## config.mk

```make
export PLATFORM = sky130hd
export DESIGN_NAME = phys_reg_free_list_flat
export DESIGN_NICKNAME = d
export VERILOG_FILES = /design/src/rtl/phys_reg_free_list_pkg.sv /design/src/rtl/phys_reg_free_list_if.sv /design/src/rtl/phys_reg_free_list.sv /design/src/flat_wrapper.sv
export SDC_FILE = /design/constraint.sdc
export NUM_CORES = 1
export LEC_CHECK = 0
export BUFFER_PORTS_ARGS = -buffer_cell sky130_fd_sc_hd__buf_2
export CAP_MARGIN = 40
export CELL_PAD_IN_SITES_DETAIL_PLACEMENT = 0
export CELL_PAD_IN_SITES_GLOBAL_PLACEMENT = 1
export CORE_MARGIN = 2
export CORE_UTILIZATION = 45
export DETAILED_ROUTE_END_ITERATION = 6
export PLACE_DENSITY_LB_ADDON = 0.3
export SLEW_MARGIN = 20
export SYNTH_ARGS = -nofsm -noshare
export SYNTH_HDL_FRONTEND = slang
export SYNTH_SLANG_ARGS = --single-unit
```

## constraint.sdc

```tcl
create_clock -name CLK -period 3.7 [get_ports CLK]
set_clock_uncertainty 0.05 [all_clocks]
set_input_delay 0 -clock CLK [delete_from_list [all_inputs] [get_ports CLK]]
set_output_delay 0 -clock CLK [all_outputs]
set_load 0.05 [all_outputs]
```

## src/rtl/phys_reg_free_list_pkg.sv

```systemverilog
// Shared core types for the rename stage slice.
// Holds the physical tag / checkpoint column types and the free-list sizing
// (FL_DEPTH, LOG_FL_DEPTH, fl_ptr_t) used by phys_reg_free_list.
package phys_reg_free_list_pkg;

  localparam int NUM_PHYS_REGS      = 64;
  localparam int NUM_ARCH_REGS      = 32;
  localparam int PHYS_REG_WIDTH     = $clog2(NUM_PHYS_REGS);
  localparam int CHECKPOINT_COLUMNS = 4;
  localparam int CKPT_COL_WIDTH     = $clog2(CHECKPOINT_COLUMNS);

  // Free list holds every tag not architecturally mapped at reset.
  localparam int FL_DEPTH     = NUM_PHYS_REGS - NUM_ARCH_REGS;
  localparam int LOG_FL_DEPTH = $clog2(FL_DEPTH);

  typedef logic [PHYS_REG_WIDTH-1:0] phys_reg_tag_t;
  typedef logic [CKPT_COL_WIDTH-1:0] checkpoint_column_t;
  // Index plus one wrap bit, so full and empty are distinguishable.
  typedef logic [LOG_FL_DEPTH:0]     fl_ptr_t;

endpackage

```

## src/rtl/phys_reg_free_list_if.sv

```systemverilog
// Interface bundling the free-list ports.
//   dispatch side : deq_req (in), deq_valid/deq_tag (out)
//   commit side   : enq_valid/enq_tag (in)
//   branch side   : ckpt_save_valid/column, ckpt_restore_valid/column (in)
//   status        : free_count, overflow_err (out)
// Handshake: a dequeue happens on a clock edge where deq_req && deq_valid;
// deq_req with deq_valid low is ignored. enq_valid has no ready: an enqueue
// offered while the list is full is dropped and flagged on overflow_err.
// Modport slave is the free list itself; master is whoever drives it.
interface phys_reg_free_list_if;
  import phys_reg_free_list_pkg::*;

  logic               deq_req;
  logic               deq_valid;
  phys_reg_tag_t      deq_tag;
  logic               enq_valid;
  phys_reg_tag_t      enq_tag;
  logic               ckpt_save_valid;
  checkpoint_column_t ckpt_save_column;
  logic               ckpt_restore_valid;
  checkpoint_column_t ckpt_restore_column;
  fl_ptr_t            free_count;
  logic               overflow_err;

  modport master (
    output deq_req, enq_valid, enq_tag,
    output ckpt_save_valid, ckpt_save_column,
    output ckpt_restore_valid, ckpt_restore_column,
    input  deq_valid, deq_tag, free_count, overflow_err
  );

  modport slave (
    input  deq_req, enq_valid, enq_tag,
    input  ckpt_save_valid, ckpt_save_column,
    input  ckpt_restore_valid, ckpt_restore_column,
    output deq_valid, deq_tag, free_count, overflow_err
  );

endinterface

```

## src/rtl/phys_reg_free_list.sv

```systemverilog
// Circular FIFO of free physical register tags for the rename stage.
// Ports:
//   CLK  - clock, rising edge
//   nRST - asynchronous active-low reset
//   fl   - phys_reg_free_list_if.slave (dispatch dequeue, commit enqueue,
//          checkpoint save/restore of the head pointer, free_count,
//          overflow_err)
// At reset the list is full with tags NUM_ARCH_REGS..NUM_PHYS_REGS-1.
// A branch checkpoint stores the head pointer; a mispredict restores it,
// handing back every tag dequeued since in one cycle.
module phys_reg_free_list
  import phys_reg_free_list_pkg::*;
(
  input  logic                  CLK,
  input  logic                  nRST,
  phys_reg_free_list_if.slave   fl
);

  phys_reg_tag_t r_entries [FL_DEPTH];
  fl_ptr_t       r_head;
  fl_ptr_t       r_tail;
  fl_ptr_t       r_slots [CHECKPOINT_COLUMNS];
  logic          r_overflow;

  logic [LOG_FL_DEPTH-1:0] w_head_idx;
  logic [LOG_FL_DEPTH-1:0] w_tail_idx;
  logic                    w_full;
  logic                    w_empty;
  logic                    w_enq_fire;
  logic                    w_deq_fire;
  fl_ptr_t                 w_head_next;

  assign w_head_idx = r_head[LOG_FL_DEPTH-1:0];
  assign w_tail_idx = r_tail[LOG_FL_DEPTH-1:0];
  assign w_empty    = (r_head == r_tail);
  assign w_full     = (w_head_idx == w_tail_idx) &&
                      (r_head[LOG_FL_DEPTH] != r_tail[LOG_FL_DEPTH]);

  assign w_enq_fire = fl.enq_valid && !w_full;
  // A restoring mispredict squashes the same-cycle dispatch.
  assign w_deq_fire = fl.deq_req && !w_empty && !fl.ckpt_restore_valid;

  always_comb begin
    w_head_next = r_head;
    if (fl.ckpt_restore_valid) begin
      w_head_next = r_slots[fl.ckpt_restore_column];
    end else if (w_deq_fire) begin
      w_head_next = r_head + fl_ptr_t'(1);
    end
  end

  // No enqueue-to-dequeue bypass: outputs come only from registered state.
  assign fl.deq_valid    = !w_empty;
  assign fl.deq_tag      = r_entries[w_head_idx];
  assign fl.free_count   = r_tail - r_head;
  assign fl.overflow_err = r_overflow;

  always_ff @(posedge CLK or negedge nRST) begin
    if (!nRST) begin
      for (int i = 0; i < FL_DEPTH; i++) begin
        r_entries[i] <= phys_reg_tag_t'(NUM_ARCH_REGS + i);
      end
    end else if (w_enq_fire) begin
      r_entries[w_tail_idx] <= fl.enq_tag;
    end
  end

  always_ff @(posedge CLK or negedge nRST) begin
    if (!nRST) begin
      r_head     <= '0;
      r_tail     <= fl_ptr_t'(FL_DEPTH);
      r_overflow <= 1'b0;
    end else begin
      r_head     <= w_head_next;
      r_overflow <= fl.enq_valid && w_full;
      if (w_enq_fire) begin
        r_tail <= r_tail + fl_ptr_t'(1);
      end
    end
  end

  // The saved head is the pre-dequeue value: a dispatch in the same cycle
  // as the branch is younger than it. A restore in the same cycle wins.
  always_ff @(posedge CLK or negedge nRST) begin
    if (!nRST) begin
      for (int c = 0; c < CHECKPOINT_COLUMNS; c++) begin
        r_slots[c] <= '0;
      end
    end else if (fl.ckpt_save_valid && !fl.ckpt_restore_valid) begin
      r_slots[fl.ckpt_save_column] <= r_head;
    end
  end

endmodule

```

## src/flat_wrapper.sv

```systemverilog
// flat-port wrapper written by rule: the top's interface ports become plain ports
module phys_reg_free_list_flat import phys_reg_free_list_pkg::*;
  (CLK, nRST, fl_deq_req, fl_enq_valid, fl_enq_tag, fl_ckpt_save_valid, fl_ckpt_save_column, fl_ckpt_restore_valid, fl_ckpt_restore_column, fl_deq_valid, fl_deq_tag, fl_free_count, fl_overflow_err);
  phys_reg_free_list_if fl_i ();
  input  logic CLK;
  input  logic nRST;
  input wire logic [$bits(fl_i.deq_req)-1:0] fl_deq_req;
  input wire logic [$bits(fl_i.enq_valid)-1:0] fl_enq_valid;
  input wire logic [$bits(fl_i.enq_tag)-1:0] fl_enq_tag;
  input wire logic [$bits(fl_i.ckpt_save_valid)-1:0] fl_ckpt_save_valid;
  input wire logic [$bits(fl_i.ckpt_save_column)-1:0] fl_ckpt_save_column;
  input wire logic [$bits(fl_i.ckpt_restore_valid)-1:0] fl_ckpt_restore_valid;
  input wire logic [$bits(fl_i.ckpt_restore_column)-1:0] fl_ckpt_restore_column;
  output wire logic [$bits(fl_i.deq_valid)-1:0] fl_deq_valid;
  output wire logic [$bits(fl_i.deq_tag)-1:0] fl_deq_tag;
  output wire logic [$bits(fl_i.free_count)-1:0] fl_free_count;
  output wire logic [$bits(fl_i.overflow_err)-1:0] fl_overflow_err;
  assign fl_i.deq_req = fl_deq_req;
  assign fl_i.enq_valid = fl_enq_valid;
  assign fl_i.enq_tag = fl_enq_tag;
  assign fl_i.ckpt_save_valid = fl_ckpt_save_valid;
  assign fl_i.ckpt_save_column = fl_ckpt_save_column;
  assign fl_i.ckpt_restore_valid = fl_ckpt_restore_valid;
  assign fl_i.ckpt_restore_column = fl_ckpt_restore_column;
  assign fl_deq_valid = fl_i.deq_valid;
  assign fl_deq_tag = fl_i.deq_tag;
  assign fl_free_count = fl_i.free_count;
  assign fl_overflow_err = fl_i.overflow_err;
  phys_reg_free_list u_core (.CLK(CLK), .nRST(nRST), .fl(fl_i));
endmodule
```

# == Yosys cells after proc, flatten, opt, wreduce, memory -nomap -nowiden ==
# Cells that the tools add are included.
# op_classes
reduce_logical,12
order_cmp,6
n_mux,14
bitwise_logic,4
n_eq_ne,3
addsub,3
# op_table
cell,n
192-bit bitwise mux,1
6-bit 2-to-1 mux,8
6-bit binary-select mux with 5-bit select,1
6-bit demux with 5-bit select,1
24-bit bitwise mux,1
"6-bit by 1-bit adder with 6-bit output, second input constant",2
6-bit binary-select mux with 2-bit select,1
6-bit demux with 2-bit select,1
"6-bit greater-or-equal comparator, second input constant",2
5-bit inverter with 6-bit output,2
1-bit logical AND,8
6-bit equality test,1
"3-bit greater-or-equal comparator, second input constant",2
"6-bit by 1-bit < comparator with 1-bit output, second input constant",1
2-bit inverter with 3-bit output,2
6-bit subtractor,1
5-bit equality test,1
1-bit zero test,3
"3-bit by 1-bit < comparator with 1-bit output, second input constant",1
2-bit nonzero test,1
1-bit != test,1
# word_totals
ff_bits,229
in_bits,16
output_inout_bits,14

# == Logic depth before layout (Yosys ltp) ==
# Gate-level depths: netlist of run 1.
# depth
ltp_word,6
mapped_depth,9

# == Worst setup path before layout of run 1 ==
# Ideal clock, no wire load.
# synth_timing
path_kind,flip-flop to flip-flop
startpoint,register u_core.r_head[2]
endpoint,register u_core.r_entries[100] in the netlist's numbering
stages_incl_launch_ff,10
t_required_ps,3525
setup_slack_ps,751
n_path_buf,3
arrival_ps,2774
path_cell_list,dfrtp_1 -> clkbuf_1 -> clkbuf_1 -> inv_1 -> ha_1 -> nand4_1 -> o311ai_2 -> or2_2 -> buf_2 -> mux2_2
# synth_via
elab_chain_cells,4
# synth_lines
element,line,source
"start, declared",phys_reg_free_list.sv:20,fl_ptr_t r_head;
"start signal, assigned",phys_reg_free_list.sv:74,r_head <= w_head_next;
5-bit equality test,phys_reg_free_list.sv:36,assign w_full = (w_head_idx == w_tail_idx) &&
1-bit logical AND,phys_reg_free_list.sv:36,
1-bit zero test,phys_reg_free_list.sv:39,assign w_enq_fire = fl.enq_valid && !w_full;
1-bit logical AND,phys_reg_free_list.sv:39,
"end signal, assigned by index",phys_reg_free_list.sv:61,r_entries[i] <= phys_reg_tag_t'(NUM_ARCH_REGS + i);
"end signal, assigned by index",phys_reg_free_list.sv:64,r_entries[w_tail_idx] <= fl.enq_tag;
"end, declared",phys_reg_free_list.sv:19,phys_reg_tag_t r_entries [FL_DEPTH];
# Every way passes these cells.
# A chain may end at the register's enable or synchronous reset.

# == Final worst setup path of run 1 ==
# layout_timing
startpoint,register u_core.r_head[4]
endpoint,register u_core.r_head[0]
# layout_via
elab_chain_cells,5
# layout_lines
element,line,source
6-bit equality test,phys_reg_free_list.sv:35,assign w_empty = (r_head == r_tail);
1-bit zero test,phys_reg_free_list.sv:41,assign w_deq_fire = fl.deq_req && !w_empty && !fl.ckpt_restore_valid;
1-bit logical AND (2 in a row),phys_reg_free_list.sv:41,
2-bit nonzero test (no source line),n/a,
# Every way passes these cells.

==> impl_results.md, run 1 <==
* Status: finished clean
* DR vias at 6275
* GRT Max-Usage Layer: met2
* Mapped Area at 0.0107 sq mm
* FFs w/ async S/R, synth at 1.00
* CP arrival at 3.62 ns
* Worst hold margin at 0.0210 ns
* Die area at 0.0251 sq mm
* Die width at 159 um
* DRT Pass-1 Iters at 4
* IO Pins at 30
* Initial drt markers at 377
* Fin cells at 1091
* Nets at 781
* #FFs+latches synth at 229
* Switching Fraction at 0.346
* Pins over their slew limit at 0
* Post-synthesis sequential area ratio at 0.547
* Routed Antenna Nets at 0
* Grt met1 use at 0.293
* CTS tree: yes
* Maximum vdd drop at 0.801 mV
* Synth unique cells at 44
* Max-Cap Viols at 0
* Biggest area consumer among synthesized cells: dfstp_2
* Root Driver: clkbuf_16
* Number of vias per cell at 5.75
* Share of layout cells above drive strength 1 at 0.610
* Net count after synthesis at 743
* Clk buf depth at 3
* Total grt overflow at 0
* CTS Buf Count at 25
* Critical path, cell by cell: inv_1, ha_1, nand4_1, o31ai_1, xor2_1, o21ai_0, dlygate4sd3_1
* Hold_buf cts at 10
* Hold Path Class: input pin to register
* Setup crit start kind: register
* Fillers at 1946
* Gate Count Post-Synth at 716
* Post-cts repair resize count at 0
* Core footprint at 0.0235 sq mm
* Worst path top cell family by delay: compound AO/OA/AOI/OAI gates
* Die H at 159 um
* Layout area overhead at 13.4%
* CP max FO at 11
* Post-DP Area at 0.0112 sq mm
* Pint at 7.28 mW
* N_diodes at 0
* CP bufs+invs at 2
* CP Data Required Time at 4.05 ns
* WL/cell at 22.6 um
* Setup Buffers After CTS at 0
* Total global-route track usage at 0.204
* Placer Congestion at 0.884
* Max Fclk at 306 MHz
* Leak Pwr at 4.98 nW
* Largest net degree at the start of global routing at 103
* Worst rel slew slack at 0.442
* Min Tclk post-route at 3.27 ns
* EDFF count, synth at 0
* Worst setup EP type: register
* Period utilization at 0.884
* Routed wire length at 24600 um
* Final Hold Fails at 0
* Clock share of power at 0.218
* Global-route wire length before repair at 39300 um
* Vias in the first global route at 6810
* FP Rows at 56
* GR Util met2 at 0.331
* Worst Tran Pin Value at 0.837 ns
* Overall Power at 11.1 mW
* GRT met3 Usage at 0.0264
* Starting density of the core at 0.458
* Slowest CP cell: o31ai_1
* Setup TNS at 0 ns
* Clock-pin slew on the worst setup and hold paths at 0.06 ns
* P_sw at 3.85 mW
* Worst-skew pair later-pin latency at 0.52 ns
* Htree depth at 1
* Buffers on Ports at 29
* Main synth FF type: dfrtp_1
* Area contributors post-synth: dfstp_2 28%, dfrtp_1 27%, mux2_2 22%
* Sink Count at 229
* Largest stage delay, worst path at 0.76 ns
* Share of Yosys cell area claimed by the top area cell type at 0.276
* DRC at 0
* Syn avg cell area at 15.0 sq um
* Final setup violating endpoints at 0
* Setup CP Type: register to register
* Post-route cell area at 0.0122 sq mm
* HPWL after DPL at 16000 um
* Synthesis Warnings at 0
* PD cells at 914 mW/mm^2
* RSZ-0062 raised after global routing: no
* Combinational share of power at 0.368
* Antenna violations before repair at 0
* Cell Count Post-Placement at 1034
* Share of power burned in registers at 0.415
metrics by stage:
step            util  setup WS [ns]
2_1_floorplan      -          0.751
3_3_place_gp   0.479          0.860
3_5_place_dp   0.479          0.811
4_1_cts        0.517          0.481
5_1_grt        0.519          0.150
6_report       0.519          0.431
final cells by class:
type	count	area, sq um	area share
flip-flops and latches	229	5880	0.483
multi-input cells	434	4660	0.383
clock buffers	40	773	0.0635
well taps	319	399	0.0328
repair buffers	53	394	0.0324
inverters	11	41.3	0.00339
clock inverters	5	33.8	0.00277
layout by cell type, fill, tap and decap left out, types with 11 or more instances in the layout:
cell type        n
mux4_2          54
nand2_1         14
buf_4           11
o21ai_0         11
dlygate4sd3_1   11
dfstp_2        113
nor2_1          38
nand3_1         12
clkbuf_16       26
inv_1           11
o22ai_1         24
mux2_2         213
dfrtp_1        114
buf_2           28
sequential cells by signal, summed over array words and instances (netlist names):
register	cells
u_core.r_tail	6
u_core.r_slots	24
u_core.r_head	6
u_core.fl.overflow_err	1
u_core.r_entries	192
worst reg2reg max path: stages (launching register included):
cell and delay (ns):
dfrtp_1 0.56, inv_1 0.22, ha_1 0.44, nand4_1 0.29
o31ai_1 0.76, xor2_1 0.18, o21ai_0 0.09, dlygate4sd3_1 0.56
cell usage after synthesis, types with 4 or more instances:
cell type	instances
mux2_2	213
dfrtp_1	116
dfstp_2	113
mux4_2	54
nor2_1	38
clkbuf_1	28
o22ai_1	24
nand2_1	14
nand3_1	12
inv_1	11
o21ai_0	11
ha_1	10
buf_1	7
buf_2	6
nor4_1	6
xnor2_1	6
or3_1	4
xor2_1	4
kinds of logic after synthesis:
| kind of cell | synth area share |
|---|---|
| DFF | 0.547 |
| buffers and inverters | 0.0196 |
| muxes | 0.337 |
| adders and majority gates | 0.0135 |
| xor gates and xnor gates | 0.00815 |
| AOI/OAI and AO/OA | 0.0309 |
| and+or+nand+nor | 0.0439 |
power by group through the flow:
| stage | Combinational [mW] | Sequential [mW] | Clock (mW) |
|---|---|---|---|
| after floorplan | 3.31 | 4.26 | 0 |
| after global placement | 3.97 | 4.56 | 0 |
| after detailed placement | 4.08 | 4.64 | 0 |
| after CTS | 4.12 | 4.61 | 2.47 |
| after global routing | 4.40 | 4.76 | 2.58 |
| final | 4.09 | 4.61 | 2.42 |
per-layer routing:
layer / vias to the layer above / wire length (um)
met5: - / 0
met2: 144 / 11700
met3: 32 / 917
met4: 0 / 584
met1: 3351 / 11400
li1: 2748 / -
path summary, 6_finish.rpt:
check / slack, ns / startpoint / cells after the start / to
setup / recovery: 0.43 / u_core.r_head[4] / 7 / u_core.r_head[0]
hold / removal: 0.02 / fl_ckpt_save_column[1] / 4 / u_core.r_slots[17]
setup reg to reg: 0.43 / u_core.r_head[4] / 7 / u_core.r_head[0]
hold reg to reg: 0.45 / u_core.r_slots[1] / 2 / u_core.r_slots[1]
max in group asynchronous: 2.04 / nRST / 5 / u_core.r_entries[39]
min in group asynchronous: 0.40 / nRST / 3 / u_core.r_entries[57]
No activity file was read; power rests on OpenSTA's default activity.
==> inputs of run 2 (changes only) <==
--- a/config.mk
+++ b/config.mk
@@ -14,3 +14,5 @@
 export DETAILED_ROUTE_END_ITERATION = 6
+export HOLD_SLACK_MARGIN = 0.15
 export PLACE_DENSITY_LB_ADDON = 0.3
+export RECOVER_POWER = 50
 export SLEW_MARGIN = 20
--- a/constraint.sdc
+++ b/constraint.sdc
@@ -4,2 +4,2 @@
 set_output_delay 0 -clock CLK [all_outputs]
-set_load 0.05 [all_outputs]
+set_load 0.01 [all_outputs]
==> run 2 against run 1 <==
Effect of this change: the run now ends with capacitance limit, slew limit left; largest cell class unchanged; worst setup slack worse by 0.13 ns; final area grew 0.97%; routed wire length decreased by 0.12%; highest routed layer unchanged.
==> impl_results.md, run 2 (synthesized netlist as in run 1, its figures left out) <==
* Die H at 159 um (unchanged)
* Worst path top cell family by delay: compound AO/OA/AOI/OAI gates (unchanged)
* CP arrival at 3.76 ns (was 3.62 ns)
* Slowest CP cell: o31ai_1 (unchanged)
* Layout area overhead at 14.5% (was 13.4%)
* Worst hold path endpoint: u_core.fl.overflow_err (was u_core.r_slots[17])
* Min Tclk post-route at 3.40 ns (was 3.27 ns)
* Maximum vdd drop at 0.373 mV (was 0.801 mV)
* Max-Cap Viols at 3 (was 0)
* Global-route wire length before repair at 39300 um (about the same)
* Critical path, cell by cell: inv_1, ha_1, nand4_1, o31ai_1, mux2i_1, o21ai_0, dlygate4sd3_1 (was inv_1, ha_1, nand4_1, o31ai_1, xor2_1, o21ai_0, dlygate4sd3_1)
* Largest stage delay, worst path at 0.75 ns (was 0.76 ns)
* Share of layout cells above drive strength 1 at 0.601 (was 0.610)
* Pins over their slew limit at 152 (was 0)
* Clock-pin slew on the worst setup and hold paths at 0.07 ns (was 0.06 ns)
* Final setup violating endpoints at 0 (unchanged)
* Largest register by flop count: u_core.r_entries (unchanged)
* Overall Power at 10.8 mW (was 11.1 mW)
* Die area at 0.0251 sq mm (unchanged)
* FP Rows at 56 (unchanged)
* Setup CP Type: register to register (unchanged)
* Starting density of the core at 0.458 (unchanged)
* Placer Congestion at 0.880 (was 0.884)
* Status: finished with violations (was finished clean)
* Fillers at 1931 (was 1946)
* Clk buf depth at 3 (unchanged)
* CP max FO at 11 (unchanged)
* Largest regs: u_core.r_entries: 192 flops, u_core.r_slots: 24 flops (unchanged)
* Worst hold margin at 0.348 ns (was 0.0210 ns)
* Routed wire length at 24600 um (about the same)
* Hold Crit Start: fl_enq_valid (was fl_ckpt_save_column[1])
* Most common cell after layout, fill and taps aside: mux2_2 (unchanged)
* DRT Pass-1 Iters at 4 (unchanged)
* RSZ-0062 raised after global routing: no (unchanged)
* CP Data Required Time at 4.06 ns (was 4.05 ns)
* Post-route cell area at 0.0123 sq mm (was 0.0122 sq mm)
* DR vias at 6416 (was 6275)
* Worst-skew pair later-pin latency at 0.53 ns (was 0.52 ns)
* Htree depth at 1 (unchanged)
* Root Driver: clkbuf_16 (unchanged)
* Antenna violations before repair at 0 (unchanged)
* Worst Tran Pin Value at 2.30 ns (was 0.837 ns)
* CTS Buf Count at 26 (was 25)
* Period utilization at 0.919 (was 0.884)
* Post-DP Area at 0.0113 sq mm (was 0.0112 sq mm)
* Failing checks: capacitance limit, slew limit
* WL/cell at 22.3 um (was 22.6 um)
* PD cells at 876 mW/mm^2 (was 914 mW/mm^2)
* Final Hold Fails at 0 (unchanged)
* Reg2reg end: u_core.r_head[1] (was u_core.r_head[0])
* Hold path cells at 3 (was 4)
* Max reg flops at 192 (unchanged)
* Setup crit start kind: register (unchanged)
* IO Pins at 30 (unchanged)
* DRC at 0 (unchanged)
* N_diodes at 0 (unchanged)
* Leak Pwr at 5.04 nW (was 4.98 nW)
* Nets at 792 (was 781)
* Routed length on met3 at 1060 um (was 917 um)
* Initial drt markers at 299 (was 377)
* Worst rel slew slack at -0.531 (was 0.442)
* Critical R2R Launch: u_core.r_head[4] (unchanged)
* Routed metal-1 wirelength at 11300 um (was 11400 um)
* CP bufs+invs at 2 (unchanged)
* Most frequent cells in the layout: 213 x mux2_2, 114 x dfrtp_1, 113 x dfstp_2, 54 x mux4_2, 38 x nor2_1 (unchanged)
* Setup Buffers After CTS at 0 (unchanged)
* Core footprint at 0.0235 sq mm (unchanged)
* CTS tree: yes (unchanged)
* Vias in the first global route at 6828 (was 6810)
* Buffers on Ports at 29 (unchanged)
* Setup TNS at 0 ns (unchanged)
* Total grt overflow at 0 (unchanged)
* Pre-CTS setup slack at 0.777 ns (was 0.811 ns)
* Sink Count at 229 (unchanged)
* Die width at 159 um (unchanged)
* Number of vias per cell at 5.81 (was 5.75)
* Met2 WL at 11400 um (was 11700 um)
* Largest net degree at the start of global routing at 93 (was 103)
* Reg2Reg Setup Slack at 0.30 ns (was 0.43 ns)
* PnR worst setup slack at 0.300 ns (was 0.431 ns)
* Max Fclk at 294 MHz (was 306 MHz)
* Total global-route track usage at 0.205 (was 0.204)
* Worst setup EP type: register (unchanged)
* Max Used Layer: met4 (unchanged)
* Hold Path Class: input pin to register (unchanged)
* Reg2reg path depth at 7 (unchanged)
* HPWL after DPL at 15900 um (was 16000 um)
* Routed Antenna Nets at 0 (unchanged)
-- run 2: worst min-delay path, stage by stage --
cell	delay, ns
dlygate4sd3_1	0.53
buf_2	0.17
and4_1	0.19
-- run 2: area by class of cell --
class | instances | area [sq um] | share of cell area
Clock buffer | 37 | 793 | 0.0645
Clock inverter | 11 | 86.3 | 0.00702
Inverter | 11 | 41.3 | 0.00336
Multi-Input combinational cell | 434 | 4650 | 0.379
Sequential cell | 229 | 5880 | 0.478
Tap cell | 319 | 399 | 0.0325
Timing Repair Buffer | 63 | 445 | 0.0362
-- run 2: repair_timing --
item	CTS	global route
hold buffers	22	0
endpoints found under the setup margin	0	0
gates resized for setup	0	0
hold endpoints to repair	358	0
-- run 2: worst max path at each step --
stage / start / end / slack (ns) / depth (start not counted)
3_3_place_gp: u_core.r_head[1] / u_core.r_entries[124] / 0.86 / 7
4_1_cts: u_core.r_head[4] / u_core.r_head[1] / 0.35 / 7
6_report: u_core.r_head[4] / u_core.r_head[1] / 0.30 / 7
5_1_grt: nRST / u_core.r_entries[19] / 0.09 / 4
2_1_floorplan: u_core.r_head[2] / u_core.r_entries[100] / 0.75 / 9
3_5_place_dp: u_core.r_head[1] / u_core.r_entries[154] / 0.78 / 7
-- run 2: per-layer routing --
layer,global-route usage,vias up
met5,0,-
met4,0.0729,0
met3,0.0299,59
met2,0.317,173
met1,0.296,3398
li1,-,2786
-- run 2: metrics by stage --
| step | util | std cells |
|---|---|---|
| 6_report | 0.524 | 1104 |
| 2_1_floorplan | - | 716 |
| 3_5_place_dp | 0.479 | 1034 |
| 3_3_place_gp | 0.478 | 1032 |
| 5_1_grt | 0.524 | 1104 |
| 4_1_cts | 0.527 | 1104 |
-- run 2: power by group --
| part | total, mW | switching [mW] | internal (mW) | leakage, nW |
|---|---|---|---|---|
| Clock | 2.59 | 1.03 | 1.56 | 0.443 |
| Combinational | 3.58 | 1.62 | 1.95 | 1.95 |
| Sequential | 4.60 | 0.710 | 3.89 | 2.65 |
